<file path="src/rtl/mul_hilo_writeback.sv">
// mul_hilo_writeback: captures a double-width product and writes it to HI/LO over a shared bus.
module mul_hilo_writeback #(
  parameter int DATA_WIDTH = 32
) (
  input  logic                    clock,
  input  logic                    clear_n,
  input  logic                    prod_valid,
  input  logic [2*DATA_WIDTH-1:0] product,
  output logic                    prod_ready,
  output logic                    bus_req,
  input  logic                    bus_grant,
  output logic [DATA_WIDTH-1:0]   bus_out,
  output logic                    lo_in,
  output logic                    hi_in,
  output logic                    busy,
  output logic                    done
);
  typedef enum logic [2:0] {IDLE, REQ, WR_LO, WR_HI, DONE} state_t;
  state_t state, state_nxt;
  logic [2*DATA_WIDTH-1:0] prod_buf;
  always_ff @(posedge clock) begin
    if (!clear_n) begin
      state    <= IDLE;
      prod_buf <= '0;
    end else begin
      state <= state_nxt;
      if (prod_valid && prod_ready) prod_buf <= product;
    end
  end
  // Every output is gated by clear_n so a reset cycle is silent even mid-transfer.
  always_comb begin
    state_nxt  = state;
    prod_ready = 1'b0;
    bus_req    = 1'b0;
    bus_out    = '0;
    lo_in      = 1'b0;
    hi_in      = 1'b0;
    busy       = 1'b0;
    done       = 1'b0;
    state_nxt = state == IDLE  ? (prod_valid ? REQ : IDLE) :
                state == REQ   ? (bus_grant ? WR_LO : REQ) :
                state == WR_LO ? (bus_grant ? WR_HI : WR_LO) :
                state == WR_HI ? (bus_grant ? DONE : WR_HI) : IDLE;
    prod_ready = clear_n && state == IDLE;
    bus_req    = clear_n && (state == REQ || state == WR_LO || state == WR_HI);
    bus_out    = !clear_n      ? '0 :
                 state == WR_LO ? prod_buf[DATA_WIDTH-1:0] :
                 state == WR_HI ? prod_buf[2*DATA_WIDTH-1:DATA_WIDTH] : '0;
    lo_in      = clear_n && state == WR_LO && bus_grant;
    hi_in      = clear_n && state == WR_HI && bus_grant;
    busy       = clear_n && state != IDLE;
    done       = clear_n && state == DONE;
  end
endmodule

</file>
<file path="config.mk">
export PLATFORM = sky130hd
export DESIGN_NAME = mul_hilo_writeback
export DESIGN_NICKNAME = d
export VERILOG_FILES = /design/src/rtl/mul_hilo_writeback.sv
export SDC_FILE = /design/constraint.sdc
export NUM_CORES = 1
export LEC_CHECK = 0
export ABC_AREA = 1
export BUFFER_PORTS_ARGS = -buffer_cell sky130_fd_sc_hd__clkbuf_2
export CORE_MARGIN = 2
export CORE_UTILIZATION = 50
export CTS_CLUSTER_DIAMETER = 40
export DETAILED_ROUTE_END_ITERATION = 10
export PLACE_DENSITY = 0.73
export SYNTH_ARGS = -nofsm -noshare
export SYNTH_HDL_FRONTEND = slang
export SYNTH_SLANG_ARGS = --single-unit
</file>
<file path="constraint.sdc">
create_clock -name clock -period 2 [get_ports clock]
set_input_delay 0.4 -clock clock [delete_from_list [all_inputs] [get_ports clock]]
set_output_delay 0.4 -clock clock [all_outputs]
set_load 0.01 [all_outputs]
</file>
# Yosys cells after proc, flatten, opt, wreduce, memory -nomap -nowiden
# Index checks and enable logic that the tools add are counted.
[totals]
regBits = 67
in_bits = 68
output_inout_bits = 38
elab_cells = 30
[op_classes]
eq_ne = 4
muxes = 11
n_reduce_logical = 13
[op_table]
columns = ["op", "count"]
rows = [
  ["32-bit two-way mux", 3],
  ["3-bit two-way mux", 5],
  ["1-bit logical AND", 9],
  ["3-bit by 2-bit equality test with 1-bit output, second input constant", 2],
  ["3-bit by 1-bit equality test with 1-bit output, second input constant", 1],
  ["3-bit equality test, second input constant", 1],
  ["3-bit logical NOT", 1],
  ["3-bit nonzero test", 1],
  ["1-bit logical OR", 2],
  ["1-bit two-way mux", 2],
  ["2-bit two-way mux", 1],
]

# Longest topological paths before layout
# Gate-level depths: netlist (run 1).
[depth]
depth_word = 5
mapped_depth = 8
ltp_nobuf = 6

# Worst setup path before layout (run 1)
# Ideal clock, no wire load.
[synth_timing]
path_type = "register -> output"
startpoint = "reg state[1]"
endpoint = "out bus_out[10]"
arrival_ns = 1.207
required_ns = 1.600
slack_ns = 0.393
path_stages_with_launch = 6
path_buffers = 1
path_cell_list = "dfxtp_1 > inv_1 > nor2_2 > clkbuf_1 > nand3_1 > a21oi_1"
[synth_between]
elab_chain_len = 4
word_cells_on_any_way = 5
classes_between = "eq/ne (2); mux (3)"
[synth_rtl]
columns = ["element", "line_no", "source"]
rows = [
  ["start, declared", "19", "state_t state, state_nxt;"],
  ["start signal, assigned", "26", "state <= state_nxt;"],
  ["3-bit by 2-bit equality test with 1-bit output", "48", "state == WR_HI ? prod_buf[2*DATA_WIDTH-1:DATA_WIDTH] : '0;"],
  ["32-bit two-way mux", "48", ""],
  ["32-bit two-way mux (*)", "47", "state == WR_LO ? prod_buf[DATA_WIDTH-1:0] :"],
  ["32-bit two-way mux (*)", "46", "bus_out = !clear_n ? '0 :"],
  ["end, declared", "12", "output logic [DATA_WIDTH-1:0] bus_out,"],
]
# Mark *: on every way between the ends. The rest lies on a longest branch, timed or not.

# Worst setup path in the final report (run 1)
[layout_timing]
startpoint = "reg state[2]"
endpoint = "out bus_out[15]"
# Same word-level chain as after synthesis.

==> summary.md, run 1 <==
| Metric | Value |
|---|---|
| Reg-to-reg slack, setup | `roughly 0.38 ns` |
| Crit. End Element | `output port` |
| R2r worst-path depth | `6` |
| Most frequent cells in the layout | `inv_1 (196), nand2_1 (162), clkbuf_2 (87), nor2_1 (68)` |
| Critical Path AT | `1.57 ns` |
| CTS clk-pin slew, worst paths | `around 0.060 ns` |
| Hold Crit Class | `in -> reg` |
| Switching Share | `0.298` |
| Multi-input logic area | `0.00176 mm^2` |
| CP max-delay cell | `dfxtp_4` |
| Count of final setup violators | `0` |
| Max-slew violation count | `0` |
| Port Buffers | `105` |
| Least-Margin Pin Slew | `0.523 ns` |
| Clock Tree Root | `clkbuf_8` |
| Initial core utilization | `0.515` |
| Power density cells | `610 mW/mm^2` |
| Final Hold Fails | `0` |
| CP Data Required Time | `around 1.6 ns` |
| Clock power frac | `0.322` |
| Post-cts hold buffer count | `0` |
| Placer Congestion | `0.858` |
| Synth cell types | `16` |
| Max-Cap Viols | `0` |
| Crit Path Class | `reg -> out` |
| Placed instance area | `0.00459 mm^2` |
| Clk buf depth | `2` |
| WHS Path Cells | `3` |
| P_int | `2.10 mW` |
| Drt wl/cell | `between 10 and 15 um` |
| # DRC | `0` |
| Rel. slew slack | `0.651` |
| HP Start | `bus_grant` |
| Final min period | `1.97 ns` |
| Row count | `32` |
| Crit path buffers/inverters | `3` |
| Drt total wl | `11.0 mm` |
| Largest family of logic cells by synthesized area | `simple AND/OR/NAND/NOR gates` |
| Fraction of synthesized area in multiplexers | `0` |
| CTS tree | `built` |
| Share of layout cells above drive strength 1 | `0.216` |
| Dpl hpwl | `7.12 mm` |
| Util after Layout | `0.638` |
| Combinational Power Share | `0.183` |
| Die Area | `0.00864 mm^2` |
| Initial DRC Count | `358` |
| Gr ovfl total | `0` |
| Fmax | `just over 500 MHz` |
| Dpl cells | `about 860` |
| Leakage power | `2.79 nW` |
| Vias | `about 4300` |
| Psw | `roughly 890 uW` |
| Post-synthesis compound-gate area fraction | `0.0430` |
| Synthesis warning total | `0` |
| Post-Syn Area | `0.00396 mm^2` |
| H-tree depth | `3` |
| Chip height | `93.0 um` |
| Worst-Skew Late Latency | `0.34 ns` |
| CTS Sinks | `67` |
| Syn Nets | `755` |
| Worst hold path endpoint | `state[1]` |
| Die X | `93.0 um` |
| Cell area after layout | `about 0.0049 mm^2` |
| Mapped Avg Cell Area | `5.76 um^2` |
| Post-Synthesis Cells | `~690` |
| Place WS | `0.269 ns` |
| CP top delay family | `buffers and inverters` |
| Post-synthesis sequential area ratio | `0.339` |
| Number of synthesized register bits | `67` |
| Sequential group share of total power | `0.494` |
| Tot GR Track Use | `0.254` |
| Commonest non-fill, non-tap cell in the layout | `inv_1` |
| Max VDD drop | `~0.00033 V` |
| Startpoint types | `flip-flop` |
| Vias in the first global route | `3812` |
| Reg area | `0.00135 mm^2` |
| Setup TNS | `0 ns` |
| Pin count of the biggest net entering global routing | `50` |
| Critical R2R Capture | `prod_buf[47]` |
| Final Instance Count excl. Fillers | `885` |
| Via/cell ratio | `4.88` |
| Period utilisation layout | `0.984` |
| Xor-xnor portion of the synthesized cell area | `0` |
| Core Region | `about 0.0077 mm^2` |
| Antenna Nets Post-Route | `0` |
| Nets | `around 850` |
| Syn-to-layout area delta | `24.0%` |
| Unrepaired setup endpoints after global routing | `true` |
| N_diodes | `0` |
| Total CTS buffers | `9` |
| Initial antenna violation count | `0` |
| Final Skew | `0.00868 ns` |
| Area share of fa/ha/maj cells after synthesis | `0` |
| Reg-to-Reg Start | `state[0]` |
| Drt first pass iters | `5` |
| Worst-path cell chain | `nor3_4 -> buf_6 -> buf_8 -> nand2_1 -> a21oi_1 -> clkbuf_2` |
| Filler Cell Count | `761` |
| Simple-Gate Fraction of Synth Area | `0.378` |
| Worst-path fanout max | `9` |
| Io pins | `106` |
| First-pass GRT wire length | `around 18 mm` |
| Status | `complete, no violations` |
| Setup ws final | `about 0.032 ns` |
| CP max stage delay | `0.38 ns` |
cell type report:
cell class,instances,area share
Sequential cell,67,0.275
Clock buffer,12,0.0296
Inverter,198,0.151
Tap cell,102,0.0260
Clock inverter,3,0.00306
Multi-Input combinational cell,374,0.359
Timing Repair Buffer,129,0.156
synthesized netlist by cell type:
| master | instances | area share |
|---|---|---|
| inv_1 | 197 | 0.19 |
| nand2_1 | 165 | 0.16 |
| nor2_1 | 70 | 0.066 |
| dfxtp_1 | 67 | 0.34 |
| nand4_1 | 65 | 0.10 |
| nand3_1 | 36 | 0.046 |
| a21oi_1 | 33 | 0.042 |
| buf_2 | 21 | 0.027 |
| clkbuf_1 | 21 | 0.020 |
| buf_1 | 6 | 0.0057 |
| inv_2 | 1 | 0.00095 |
| nor2_2 | 1 | 0.0016 |
| nor3_1 | 1 | 0.0013 |
| nor3_2 | 1 | 0.0025 |
| nor4_1 | 1 | 0.0016 |
| o21ai_0 | 1 | 0.0013 |
flip-flops by register name (all words and copies together), names as in the netlist:
signal / cells
state: 3
prod_buf: 64
worst reg2reg max path, delay by kind of cell (launching register included):
family                 cells  cell delay [ns]
buffers and inverters      2             0.68
and+or+nand+nor            4             0.50
DFF                        1             0.35
metal layers:
layer | global-route usage | share of wire | vias to the layer above
li1 | - | - | 2212
met1 | 0.352 | 0.44 | 1908
met2 | 0.417 | 0.47 | 181
met3 | 0.0350 | 0.078 | 14
met4 | 0.0674 | 0.013 | 0
met5 | 0 | 0 | -
what timing repair did:
item                       CTS  global route
resized for setup           14            40
hold endpoints to repair     0             0
setup buffers                2             1
gates cloned                 3             0
setup endpoints to repair   32            32
pin swaps                    1             4
kinds of logic after synthesis:
group	after synthesis
AND/OR/NAND/NOR	340
buffers and inverters	246
flip-flops	67
AO/OA/AOI/OAI	34
metrics by stage:
stage	hold slack (ns)	total power, mW
2_1_floorplan	0.486	1.87
3_3_place_gp	0.496	2.03
3_5_place_dp	0.498	2.04
4_1_cts	0.347	3.00
5_1_grt	0.375	3.15
6_report	0.364	2.99
power groups by stage:
| stage | clock (mW) | combinational [mW] | sequential [mW] |
|---|---|---|---|
| after global routing | 1.04 | 0.628 | 1.49 |
| after detailed placement | 0 | 0.536 | 1.51 |
| final | 0.965 | 0.549 | 1.48 |
| after floorplan | 0 | 0.377 | 1.49 |
| after global placement | 0 | 0.524 | 1.51 |
| after CTS | 0.976 | 0.543 | 1.48 |
worst max-delay path by stage:
| stage | start | end | slack [ns] | cells past startpoint |
|---|---|---|---|---|
| CTS | state[1] | bus_out[2] | 0.007 | 7 |
| finish | state[2] | bus_out[15] | 0.03 | 6 |
| global route | state[1] | bus_out[28] | -0.01 | 7 |
| floorplan | state[1] | bus_out[10] | 0.39 | 5 |
| detailed placement | state[1] | bus_out[4] | 0.27 | 6 |
| global placement | state[1] | bus_out[4] | 0.32 | 6 |
No activity file was read; power rests on OpenSTA's default activity.
==> run 2: changes to the inputs <==
--- a/config.mk
+++ b/config.mk
@@ -11,7 +11,7 @@
 export CORE_UTILIZATION = 50
 export CTS_CLUSTER_DIAMETER = 40
 export DETAILED_ROUTE_END_ITERATION = 10
-export PLACE_DENSITY = 0.73
+export PLACE_DENSITY = 0.83
 export SYNTH_ARGS = -nofsm -noshare
 export SYNTH_HDL_FRONTEND = slang
 export SYNTH_SLANG_ARGS = --single-unit
==> summary.md, run 2 (same netlist as run 1, synthesis figures left out) <==
| Metric | Value |
|---|---|
| Count of final setup violators | `4 (+4)` |
| Reg with most FFs | `prod_buf` |
| Most frequent cells in the layout | `inv_1 (196), nand2_1 (151), clkbuf_2 (76), nor2_1 (68)` |
| Least-Margin Pin Slew | `0.499 ns (-0.0237 ns)` |
| Met1 WL | `4.51 mm (-7.4%)` |
| Commonest non-fill, non-tap cell in the layout | `inv_1` |
| H-tree depth | `3 (unchanged)` |
| Critical path startpoint | `state[0]` |
| Clock Tree Root | `clkbuf_8` |
| Clk buf depth | `2 (unchanged)` |
| CP max stage delay | `0.48 ns (+0.10 ns)` |
| Critical Path AT | `1.63 ns (+0.06 ns)` |
| Row count | `32 (unchanged)` |
| Chip height | `93.0 um (unchanged)` |
| Drt first pass iters | `5 (unchanged)` |
| Placer Congestion | `0.846 (-1.4%)` |
| Initial DRC Count | `270 (-25%)` |
| Die X | `93.0 um (unchanged)` |
| Crit. End Element | `output port` |
| Gr ovfl total | `0 (unchanged)` |
| Total power | `3.16 mW (+5.5%)` |
| CP max-delay cell | `nor4_1` |
| Die Area | `0.00864 mm^2 (unchanged)` |
| Max-slew violation count | `0 (unchanged)` |
| Met3 wire length | `792 um (-7.0%)` |
| Reg-to-Reg Start | `state[0]` |
| Placed instance area | `0.00457 mm^2 (-0.44%)` |
| Drt wl/cell | `12.8 um (+2.9%)` |
| Vias | `4402 (+2.0%)` |
| Via/cell ratio | `4.96 (+1.8%)` |
| CP top delay family | `simple AND/OR/NAND/NOR gates` |
| Nets | `848 (+0.12%)` |
| Period utilisation layout | `1.01 (+0.0306)` |
| First-pass GRT wire length | `18.4 mm (+3.6%)` |
| Status | `complete, but fails checks` |
| Place WS | `0.212 ns (-0.0572 ns)` |
| N_diodes | `0 (unchanged)` |
| CTS clk-pin slew, worst paths | `0.07 ns (about the same)` |
| Crit path buffers/inverters | `2 (-1)` |
| CTS tree | `built` |
| Antenna Nets Post-Route | `0 (unchanged)` |
| Initial core utilization | `0.515 (unchanged)` |
| Max-Cap Viols | `0 (unchanged)` |
| Final Skew | `0.00783 ns (-0.000851 ns)` |
| Dpl hpwl | `7.09 mm (-0.41%)` |
| Worst-path fanout max | `13 (+4)` |
| Initial antenna violation count | `0 (unchanged)` |
| Worst-path cell chain | `buf_4 -> nor4_1 -> clkbuf_2` |
| Unrepaired setup endpoints after global routing | `true` |
| Core Region | `0.00769 mm^2 (unchanged)` |
| Startpoint types | `flip-flop` |
| Fmax | `493 MHz (-3.0%)` |
| Tot GR Track Use | `0.268 (+0.0135)` |
| Setup ws final | `-0.0289 ns (-0.0612 ns)` |
| # DRC | `0 (unchanged)` |
| Port Buffers | `105 (unchanged)` |
| WHS | `0.376 ns (+0.0120 ns)` |
| Syn-to-layout area delta | `28.2%` |
| Share of layout cells above drive strength 1 | `0.237 (+0.0211)` |
| Met2 WL | `5.57 mm (+8.8%)` |
| Util after Layout | `0.660 (+0.0216)` |
| Power density cells | `622 mW/mm^2 (+2.1%)` |
| Biggest regs | `prod_buf x64, state x3` |
| Rel. slew slack | `0.667 (+0.0153)` |
| CP Data Required Time | `1.60 ns (about the same)` |
| Crit Path Class | `reg -> out` |
| Vias in the first global route | `4150 (+8.9%)` |
| Hold Crit Class | `in -> reg` |
| Cell area after layout | `0.00507 mm^2 (+3.4%)` |
| Largest register FFs | `64 (unchanged)` |
| Io pins | `106 (unchanged)` |
| Post-cts hold buffer count | `0 (unchanged)` |
| Failing checks | `setup timing` |
| HP Start | `bus_grant` |
| Max VDD drop | `0.000334 V (+2.3%)` |
| CTS Sinks | `67 (unchanged)` |
| Final Hold Fails | `0 (unchanged)` |
| Leakage power | `2.93 nW (+5.0%)` |
| Pin count of the biggest net entering global routing | `49 (-2.0%)` |
| Total CTS buffers | `9 (unchanged)` |
| Final min period | `2.03 ns (+0.0612 ns)` |
| Worst-Skew Late Latency | `0.34 ns (about the same)` |
| Drt total wl | `11.3 mm (+3.1%)` |
| Uppermost layer routed | `met4` |
run 2: worst reg2reg max path, delay by kind of cell, from the launching register on:
family | cells | cell delay [ns]
buffers and inverters | 3 | 0.71
and+or+nand+nor | 4 | 0.35
DFF | 1 | 0.44
run 2: final timing paths:
check / to / slack, ns / cells after the start
worst max-delay path: done / -0.03 / 3
worst min-delay path: state[1] / 0.38 / 3
worst max register to register: prod_buf[14] / 0.41 / 7
worst min register to register: prod_buf[29] / 0.51 / 4
run 2: per-stage QoR:
stage / TNS (ns) / std cells
after floorplan: 0 / 687
after global placement: 0 / 863
final: -0.0387 / 887
after detailed placement: 0 / 863
after global routing: -0.806 / 887
after CTS: -0.111 / 888
run 2: report_power, final:
| group | switching (mW) | internal, mW | leakage (nW) |
|---|---|---|---|
| logic | 0.354 | 0.206 | 2.28 |
| registers | 0.0579 | 1.43 | 0.553 |
| clock network | 0.504 | 0.611 | 0.0947 |
run 2: per-layer routing:
metal	vias to the layer above	GRT usage
li1	2216	-
met1	1963	0.321
met2	183	0.466
met3	40	0.0399
met4	0	0.132
met5	-	0
run 2: final cells by class:
| cell class | count | area [um^2] |
|---|---|---|
| clock buffers | 14 | 153 |
| clock inverters | 2 | 35.0 |
| well taps | 102 | 128 |
| multi-input cells | 374 | 1850 |
| inverters | 198 | 746 |
| repair buffers | 130 | 816 |
| flip-flops and latches | 67 | 1350 |
| fillers | 679 | 2620 |
run 2: repair_timing:
item	in CTS	in global routing
hold endpoints to repair	0	0
endpoints found under the setup margin	34	35
cloned	3	1
gates resized for setup	26	62
pin swaps	6	13
buffers inserted	6	0
==> run 3: changes to the inputs <==
--- a/config.mk
+++ b/config.mk
@@ -11,7 +11,9 @@
 export CORE_UTILIZATION = 50
 export CTS_CLUSTER_DIAMETER = 40
 export DETAILED_ROUTE_END_ITERATION = 10
+export MAX_ROUTING_LAYER = met4
 export PLACE_DENSITY = 0.83
+export RECOVER_POWER = 25
 export SYNTH_ARGS = -nofsm -noshare
 export SYNTH_HDL_FRONTEND = slang
 export SYNTH_SLANG_ARGS = --single-unit
==> summary.md, run 3 (same netlist as run 1, synthesis figures left out) <==
| Metric | Value |
|---|---|
| Status | `complete, but fails checks` |
| Failing checks | `setup timing` |
| Largest register FFs | `64 (unchanged)` |
| Period utilisation layout | `1.01 (-0.00653)` |
| Least-Margin Pin Slew | `0.490 ns (-0.00911 ns)` |
| Vias | `4407 (+0.11%)` |
| Util after Layout | `0.659 (about the same)` |
| Filler Cell Count | `679 (unchanged)` |
| Die X | `93.0 um (unchanged)` |
| Max-slew violation count | `0 (unchanged)` |
| Critical path startpoint | `state[2]` |
| CP Data Required Time | `1.60 ns (about the same)` |
| Dpl cells | `863 (unchanged)` |
| Crit. End Element | `output port` |
| R2r worst-path depth | `7 (unchanged)` |
| Share of layout cells above drive strength 1 | `0.237 (unchanged)` |
| Clock Tree Root | `clkbuf_8` |
| Hold Crit Class | `in -> reg` |
| Most frequent cells in the layout | `inv_1 (196), nand2_1 (150), clkbuf_2 (76), nor2_1 (68)` |
| CTS tree | `built` |
| Dpl hpwl | `7.09 mm (unchanged)` |
| Rel. slew slack | `0.673 (+0.00608)` |
| P_int | `2.24 mW (about the same)` |
| Fmax | `496 MHz (+0.65%)` |
| Vias in the first global route | `4151 (+0.024%)` |
| Gr ovfl total | `0 (unchanged)` |
| CTS Sinks | `67 (unchanged)` |
| CP top delay family | `buffers and inverters` |
| Worst-path fanout max | `6 (-7)` |
| Row count | `32 (unchanged)` |
| Leakage power | `2.93 nW (about the same)` |
| Worst setup path end | `bus_out[26]` |
| First-pass GRT wire length | `18.4 mm (about the same)` |
| CTS clk-pin slew, worst paths | `0.07 ns (about the same)` |
| Io pins | `106 (unchanged)` |
| Reg with most FFs | `prod_buf` |
| Total power | `3.16 mW (+0.15%)` |
| Unrepaired setup endpoints after global routing | `true` |
| Max VDD drop | `0.000326 V (-2.4%)` |
| CP max-delay cell | `dfxtp_4` |
| Antenna Nets Post-Route | `0 (unchanged)` |
| Drt wl/cell | `12.9 um (+0.62%)` |
| Psw | `921 uW (+0.62%)` |
| # DRC | `0 (unchanged)` |
| Core Region | `0.00769 mm^2 (unchanged)` |
| Die Area | `0.00864 mm^2 (unchanged)` |
| Switching Share | `0.291 (+0.00134)` |
| Reg-to-Reg Start | `state[0]` |
| CP max stage delay | `0.38 ns (-0.10 ns)` |
| Total CTS buffers | `9 (unchanged)` |
| Nets | `848 (unchanged)` |
| Crit path buffers/inverters | `3 (+1)` |
| Clock power frac | `0.354 (about the same)` |
| Crit Path Class | `reg -> out` |
| Final min period | `2.02 ns (-0.0131 ns)` |
| Biggest regs | `prod_buf x64, state x3` |
| Commonest non-fill, non-tap cell in the layout | `inv_1` |
| Final Hold Fails | `0 (unchanged)` |
| Final Skew | `0.0118 ns (+0.00398 ns)` |
| Placer Congestion | `0.859 (+1.6%)` |
| Startpoint types | `flip-flop` |
| Sequential group share of total power | `0.469 (about the same)` |
| Initial antenna violation count | `0 (unchanged)` |
| Critical Path AT | `1.62 ns (about the same)` |
| Chip height | `93.0 um (unchanged)` |
| Drt first pass iters | `5 (unchanged)` |
| Initial DRC Count | `278 (+3.0%)` |
| Port Buffers | `105 (unchanged)` |
| Final Instance Count excl. Fillers | `887 (unchanged)` |
| Power density cells | `624 mW/mm^2 (+0.25%)` |
| Tot GR Track Use | `0.275 (+0.00719)` |
| Via/cell ratio | `4.97 (+0.11%)` |
| Max-Cap Viols | `0 (unchanged)` |
| H-tree depth | `3 (unchanged)` |
| N_diodes | `0 (unchanged)` |
| Worst-path cell chain | `nor3_4 -> buf_6 -> clkbuf_16 -> nand2_1 -> a21oi_1 -> buf_2` |
| Crit path depth | `6 (+3)` |
| Combinational Power Share | `0.177 (about the same)` |
| Initial core utilization | `0.515 (unchanged)` |
| Clk buf depth | `2 (unchanged)` |
| Worst-Skew Late Latency | `0.34 ns (about the same)` |
| Count of final setup violators | `7 (+3)` |
| Drt total wl | `11.4 mm (+0.62%)` |
| Syn-to-layout area delta | `28.0% (about the same)` |
| Critical R2R Capture | `prod_buf[58]` |
| Reg-to-reg slack, setup | `0.34 ns (-0.07 ns)` |
| Setup ws final | `-0.0159 ns (+0.0131 ns)` |
| WHS | `0.380 ns (+0.00424 ns)` |
| Pin count of the biggest net entering global routing | `49 (unchanged)` |
run 3: cell counts in the layout (fill, tap and decap cells not counted):
No cell type changed its count.
run 3: layer usage:
layer / routed length (um) / GRT usage / share of wire
met2: 5700 / 0.467 / 0.50
met5: 0 / - / 0
met4: 366 / 0.118 / 0.032
met3: 816 / 0.0456 / 0.072
met1: 4520 / 0.322 / 0.40
run 3: worst min path at each step:
stage                   endpoint    startpoint  slack (ns)  cells after the start
global route            state[2]     bus_grant        0.39                      3
finish                  state[2]     bus_grant        0.38                      3
detailed placement  prod_buf[51]  prod_buf[51]        0.50                      4
global placement    prod_buf[12]  prod_buf[12]        0.50                      4
floorplan            prod_buf[0]   prod_buf[0]        0.49                      4
CTS                     state[2]     bus_grant        0.37                      3
run 3: power by group through the flow:
stage	Sequential [mW]	Combinational [mW]	Clock, mW
finish	1.48	0.558	1.12
global route	1.49	0.637	1.19
CTS	1.48	0.550	1.12
detailed placement	1.51	0.536	0
global placement	1.50	0.517	0
floorplan	1.49	0.377	0
run 3: what timing repair did:
action / CTS / global route
gates resized for setup: 26 / 64
cloned: 3 / 1
pin swaps: 6 / 13
buffers inserted: 6 / 0
hold buffers: 0 / 0
setup endpoints to repair: 34 / 35
run 3: worst register-to-register path, stage by stage (launching register included):
cell	delay [ns]
dfxtp_1	0.44
buf_4	0.26
nor2_4	0.09
nand3_1	0.11
clkbuf_2	0.43
nand2_1	0.10
inv_1	0.09
nor2_1	0.05
run 3: layout make-up:
class / instances / area [um^2] / share of cell area
timing repair buffer: 130 / 813 / 0.160
tap: 102 / 128 / 0.0252
multi-input combinational: 374 / 1840 / 0.364
sequential: 67 / 1350 / 0.266
clock buffer: 14 / 153 / 0.0301
inverter: 198 / 746 / 0.147
clock inverter: 2 / 35.0 / 0.00691
run 3: metrics by stage:
step | TNS, ns | setup slack [ns] | area, um^2
6_report | -0.0520 | -0.0159 | 5070
3_3_place_gp | 0 | 0.273 | 4570
3_5_place_dp | 0 | 0.212 | 4570
4_1_cts | -0.111 | -0.0197 | 4990
5_1_grt | -0.862 | -0.0593 | 5070
2_1_floorplan | 0 | 0.393 | 3960
